$ cat src/rtl/qam_symbol_mapper.sv
// Serial-to-QAM symbol mapper: collects Gray-coded bits per strobe, maps each axis to a signed
// amplitude and queues symbols in a 2-entry valid/ready FIFO.
module qam_symbol_mapper #(
    parameter int BITS_PER_AXIS = 2,
    parameter int AMP_W         = 8,
    parameter int SCALE         = 32
) (
    input  logic                    clock,
    input  logic                    reset,
    input  logic                    enable,
    input  logic                    bit_in,
    input  logic                    bit_strobe,
    input  logic                    sym_ready,
    output logic                    sym_valid,
    output logic signed [AMP_W-1:0] i_out,
    output logic signed [AMP_W-1:0] q_out,
    output logic                    overflow,
    output logic [15:0]             sym_count
);

    localparam int SYM_BITS = 2 * BITS_PER_AXIS;
    localparam int CNT_W    = (SYM_BITS > 2) ? $clog2(SYM_BITS) : 1;
    localparam logic [CNT_W-1:0] LAST_CNT = CNT_W'(SYM_BITS - 1);

    typedef enum logic [0:0] {StIdle, StCollect} state_e;

    // Gray to binary: each binary bit is the XOR of all Gray bits at or above it.
    function automatic logic signed [AMP_W-1:0] map_axis(input logic [BITS_PER_AXIS-1:0] g);
        logic [BITS_PER_AXIS-1:0] b;
        int                       lvl;
        b = g;
        for (int s = 1; s < BITS_PER_AXIS; s++) begin
            b = b ^ (g >> s);
        end
        lvl = 2 * int'(b) - ((1 << BITS_PER_AXIS) - 1);
        return AMP_W'(lvl * SCALE);
    endfunction

    state_e                  state_q, state_d;
    logic [CNT_W-1:0]        cnt_q, cnt_d;
    logic [SYM_BITS-1:0]     shreg_q, shreg_d;
    logic [SYM_BITS-1:0]     sym_bits;
    logic                    sym_done;

    logic [1:0]              count_q, count_d;
    logic signed [AMP_W-1:0] ent_i_q [2];
    logic signed [AMP_W-1:0] ent_i_d [2];
    logic signed [AMP_W-1:0] ent_q_q [2];
    logic signed [AMP_W-1:0] ent_q_d [2];
    logic                    overflow_q, overflow_d;
    logic [15:0]             sym_count_q, sym_count_d;

    logic                    pop;
    logic                    push_ok;
    logic signed [AMP_W-1:0] new_i;
    logic signed [AMP_W-1:0] new_q;

    always_comb begin
        state_d  = state_q;
        cnt_d    = cnt_q;
        shreg_d  = shreg_q;
        sym_done = 1'b0;
        sym_bits = {shreg_q[SYM_BITS-2:0], bit_in};
        unique case (state_q)
            StIdle: begin
                if (enable) state_d = StCollect;
            end
            StCollect: begin
                if (!enable) begin
                    state_d = StIdle;
                    cnt_d   = '0;
                    shreg_d = '0;
                end else if (bit_strobe) begin
                    shreg_d = sym_bits;
                    if (cnt_q == LAST_CNT) begin
                        cnt_d    = '0;
                        sym_done = 1'b1;
                    end else begin
                        cnt_d = cnt_q + CNT_W'(1);
                    end
                end
            end
            default: state_d = StIdle;
        endcase
    end

    assign new_i = map_axis(sym_bits[SYM_BITS-1 -: BITS_PER_AXIS]);
    assign new_q = map_axis(sym_bits[BITS_PER_AXIS-1:0]);

    // Entry 0 is always the head; it is left untouched when the FIFO drains so the
    // outputs hold the last symbol shown.
    always_comb begin
        count_d     = count_q;
        ent_i_d     = ent_i_q;
        ent_q_d     = ent_q_q;
        overflow_d  = overflow_q;
        sym_count_d = sym_count_q;
        pop         = (count_q != 2'd0) && sym_ready;
        push_ok     = sym_done && ((count_q != 2'd2) || pop);
        case ({push_ok, pop})
            2'b01: begin
                if (count_q == 2'd2) begin
                    ent_i_d[0] = ent_i_q[1];
                    ent_q_d[0] = ent_q_q[1];
                end
                count_d = count_q - 2'd1;
            end
            2'b10: begin
                if (count_q == 2'd0) begin
                    ent_i_d[0] = new_i;
                    ent_q_d[0] = new_q;
                end else begin
                    ent_i_d[1] = new_i;
                    ent_q_d[1] = new_q;
                end
                count_d = count_q + 2'd1;
            end
            2'b11: begin
                if (count_q == 2'd1) begin
                    ent_i_d[0] = new_i;
                    ent_q_d[0] = new_q;
                end else begin
                    ent_i_d[0] = ent_i_q[1];
                    ent_q_d[0] = ent_q_q[1];
                    ent_i_d[1] = new_i;
                    ent_q_d[1] = new_q;
                end
            end
            default: ;
        endcase
        if (sym_done && !push_ok) overflow_d = 1'b1;
        if (push_ok) sym_count_d = sym_count_q + 16'd1;
    end

    always_ff @(posedge clock) begin
        if (reset) begin
            state_q     <= StIdle;
            cnt_q       <= '0;
            shreg_q     <= '0;
            count_q     <= 2'd0;
            ent_i_q     <= '{default: '0};
            ent_q_q     <= '{default: '0};
            overflow_q  <= 1'b0;
            sym_count_q <= 16'd0;
        end else begin
            state_q     <= state_d;
            cnt_q       <= cnt_d;
            shreg_q     <= shreg_d;
            count_q     <= count_d;
            ent_i_q     <= ent_i_d;
            ent_q_q     <= ent_q_d;
            overflow_q  <= overflow_d;
            sym_count_q <= sym_count_d;
        end
    end

    assign sym_valid = (count_q != 2'd0);
    assign i_out     = ent_i_q[0];
    assign q_out     = ent_q_q[0];
    assign overflow  = overflow_q;
    assign sym_count = sym_count_q;

endmodule

$ cat config.mk
export PLATFORM = sky130hd
export DESIGN_NAME = qam_symbol_mapper
export DESIGN_NICKNAME = d
export VERILOG_FILES = /design/src/rtl/qam_symbol_mapper.sv
export SDC_FILE = /design/constraint.sdc
export NUM_CORES = 1
export LEC_CHECK = 0
export CELL_PAD_IN_SITES_DETAIL_PLACEMENT = 0
export CELL_PAD_IN_SITES_GLOBAL_PLACEMENT = 1
export CORE_ASPECT_RATIO = 0.9
export CORE_UTILIZATION = 37
export DETAILED_ROUTE_END_ITERATION = 10
export PLACE_DENSITY = 0.89
export SLEW_MARGIN = 10
export SYNTH_ARGS = -nofsm -noshare
export SYNTH_HDL_FRONTEND = slang
export SYNTH_SLANG_ARGS = --single-unit
$ cat constraint.sdc
create_clock -name clock -period 2.4 [get_ports clock]
set_input_delay 0.24 -clock clock [delete_from_list [all_inputs] [get_ports clock]]
set_output_delay 0.24 -clock clock [all_outputs]
set_load 0.01 [all_outputs]
==> metrics.md <==
| Metric | Value |
|---|---|
| Grt ovf | `0` |
| Main synth FF type | `dfxtp_1` |
| Cells after Synth | `207` |
| Initial core utilization | `39.49%` |
| Clock sinks | `35` |
| Routed WL per cell | `12.05 µm` |
| Row cnt | `23` |
| Clock Path Buffers | `2` |
| Max Fclk | `465.0 MHz` |
| YS warnings | `0` |
| CTS H-Tree Depth | `2` |
| Min Clock Period, post-route | `2.151 ns` |
| 1st-pass router iterations | `4` |
| Sum of negative setup slack | `0 ns` |
| Ys async rst share | `0%` |
| Final period utilization | `89.61%` |
| Proportion of synthesized chip area in sequential cells | `38.78%` |
| 1st-iter DRT viols | `65` |
| Slew headroom | `52.65%` |
| CP Capture Type | `flop` |
| Number of flops mapped to enable cells by yosys | `0` |
| Via count | `1473` |
| Vias per inst | `4.976` |
| Core ar. | `4576 µm²` |
| FF/Latch Area | `700.7 µm²` |
| Number of synthesized register bits | `35` |
| Port bufs | `29` |
| Placer Congestion | `0.7236` |
| Largest delay contributor family on the critical path | `simple AND/OR/NAND/NOR gates` |
| Most common cell after layout, fill and taps aside | `dfxtp_1` |
| VDD IR-drop max | `0.2422 mV` |
| Final setup fails | `0` |
| Max-cap violations | `0` |
| Multi-input gate area | `949.7 µm²` |
| Area Growth Syn to Fin | `20.78%` |
| Status | `complete, no violations` |
| Cts bufs inserted | `5` |
| Number of global-route vias before repair | `1257` |
| Final hold vios | `0` |
| Most frequent cells in the layout | `dfxtp_1 (35), nor2_1 (30), clkdlybuf4s50_1 (29)` |
| Final non-filler cell total | `296` |
| Synthesized area per cell | `8.728 µm²` |
| CP required | `2.57 ns` |
| Wire length of the first global-routing pass | `5685 µm` |
| Full die area | `5167 µm²` |
| Startpoint types | `flop` |
| Critical path class | `flop to flop` |
| CP max stage delay | `0.40 ns` |
| Clock root buffer | `clkbuf_8` |
| Filler Cell Count | `445` |
| CTS tree | `done` |
| Static Leak | `0.7559 nW` |
| Post-CTS Hold Buffers | `0` |
| Worst Clk Skew | `0.009454 ns` |
| # nets final | `244` |
| Slowest CP cell | `or3b_1` |
| Post-DP HPWL | `2503 µm` |
| Die width | `75.66 µm` |
| Layout cells sized above 1 | `9.829%` |
| Ports | `40` |
| Worst-path cell chain | `inv_1, ha_1, nand2b_4, a2111oi_4, or3b_1, mux2_4` |
| Worst Path Max Fanout | `12` |
| Worst min-delay path class | `flop to flop` |
| Post-Syn Area | `1807 µm²` |
| Pwr Density | `546.7 nW/µm²` |
| Post-route ant nets | `0` |
| CTS clk-pin slew, worst paths | `0.07 ns` |
| Die height | `68.29 µm` |
| Worst slew pin tran | `0.6923 ns` |
| Post_cts resized | `0` |
| N_diodes | `0` |
| CP arrival | `2.32 ns` |
| Gr usage total | `14.70%` |
| RSZ-0062 raised after global routing | `false` |
| Drt total wl | `3568 µm` |
| Initial antenna violation count | `0` |
| Placed Cells | `288` |
| CP bufs+invs | `1` |
| Worst skew pair latency | `0.29 ns` |
| DRC | `0` |
| Unique masters post-synth | `39` |
| Largest net degree at the start of global routing | `37` |
| Slew Viols, Final | `0` |
| Setup Fix Bufs, Post-CTS | `0` |
-- kinds of logic (layout without fill, tap and decap cells) --
group	count (synthesis)	in the layout	share of synthesized area, %
other	1	10	0.2076
buffers and inverters	34	52	10.53
AOI/OAI and AO/OA	49	49	19.94
xor gates and xnor gates	9	9	4.363
adders and majority gates	5	5	3.463
and+or+nand+nor	70	70	20.08
muxes	4	4	2.631
DFF	35	35	38.78
-- path summary, 6_finish.rpt --
| path | startpoint | cells after the start | to | slack (ns) |
|---|---|---|---|---|
| worst max-delay path | count_q[0]$_SDFFE_PP0P_ | 6 | sym_count[15]$_SDFFE_PP0P_ | 0.25 |
| worst min register to register | q_out[7]$_SDFFE_PP0P_ | 2 | q_out[7]$_SDFFE_PP0P_ | 0.48 |
| worst max register to register | count_q[0]$_SDFFE_PP0P_ | 6 | sym_count[15]$_SDFFE_PP0P_ | 0.25 |
| worst min-delay path | q_out[7]$_SDFFE_PP0P_ | 2 | q_out[7]$_SDFFE_PP0P_ | 0.48 |
-- tightest hold or removal path, stage by stage, from the launching register on --
cell     delay, ns
dfxtp_1       0.32
nand2_1       0.05
o22ai_1       0.07
-- routing by layer --
| metal | share of wire, % | wire length (µm) | GRT usage (%) | vias to the layer above |
|---|---|---|---|---|
| li1 | - | - | - | 760 |
| met1 | 53 | 1900 | 20.96 | 676 |
| met2 | 42 | 1509 | 21.09 | 35 |
| met3 | 3.8 | 135 | 3.682 | 2 |
| met4 | 0.64 | 23 | 5.556 | 0 |
| met5 | 0 | 0 | 0 | - |
-- report_power, final --
part	internal [mW]	leakage (nW)	total [mW]	switching [mW]
logic	0.0768	0.433	0.180	0.103
clock network	0.203	0.0412	0.413	0.211
registers	0.591	0.282	0.600	0.00890
total	0.870	0.756	1.19	0.323
-- cells in the mapped netlist (3+ instances only) --
| cell | count | area share (%) |
|---|---|---|
| dfxtp_1 | 35 | 39 |
| nor2_1 | 30 | 6.2 |
| buf_4 | 16 | 6.6 |
| a21oi_1 | 9 | 2.5 |
| inv_1 | 9 | 1.9 |
| xnor2_1 | 9 | 4.4 |
| nand3_1 | 8 | 2.2 |
| clkbuf_1 | 7 | 1.5 |
| o21ai_0 | 7 | 1.9 |
| a211oi_1 | 6 | 2.5 |
| a21o_1 | 6 | 2.5 |
| nor2b_1 | 6 | 2.1 |
| ha_1 | 5 | 3.5 |
| nand2_1 | 5 | 1.0 |
| nor3_1 | 5 | 1.4 |
| a22oi_1 | 4 | 1.7 |
| o31ai_1 | 4 | 1.7 |
| or4_1 | 4 | 1.7 |
| a2111oi_0 | 3 | 1.5 |
| nand4_1 | 3 | 1.0 |
| o22ai_1 | 3 | 1.0 |
-- state kept, by name, summed over array words and instances (netlist names) --
| register | cells |
|---|---|
| sym_count | 16 |
| ent_i_q | 3 |
| i_out | 3 |
| shreg_q | 3 |
| cnt_q | 2 |
| count_q | 2 |
| ent_q_q | 2 |
| q_out | 2 |
| overflow | 1 |
| state_q | 1 |
-- cell type report --
| class | instances | area share [%] |
|---|---|---|
| clock buffers | 6 | 3.326 |
| clock inverters | 2 | 0.5734 |
| inverters | 9 | 1.548 |
| multi-input cells | 147 | 43.52 |
| flip-flops and latches | 35 | 32.11 |
| well taps | 62 | 3.555 |
| repair buffers | 35 | 15.37 |
-- metrics by stage --
step	total power, mW	instance area, µm²	utilization (%)	setup slack [ns]	hold WS (ns)
2_1_floorplan	0.7576	1841	-	0.3352	0.3691
3_3_place_gp	0.7892	2097	45.83	0.2894	0.4526
3_5_place_dp	0.7916	2097	45.83	0.2608	0.4688
4_1_cts	1.204	2182	47.69	0.2481	0.4828
5_1_grt	1.251	2182	47.69	0.1140	0.4970
6_report	1.193	2182	47.69	0.2494	0.4795
Power figures use the tool's default switching activity.
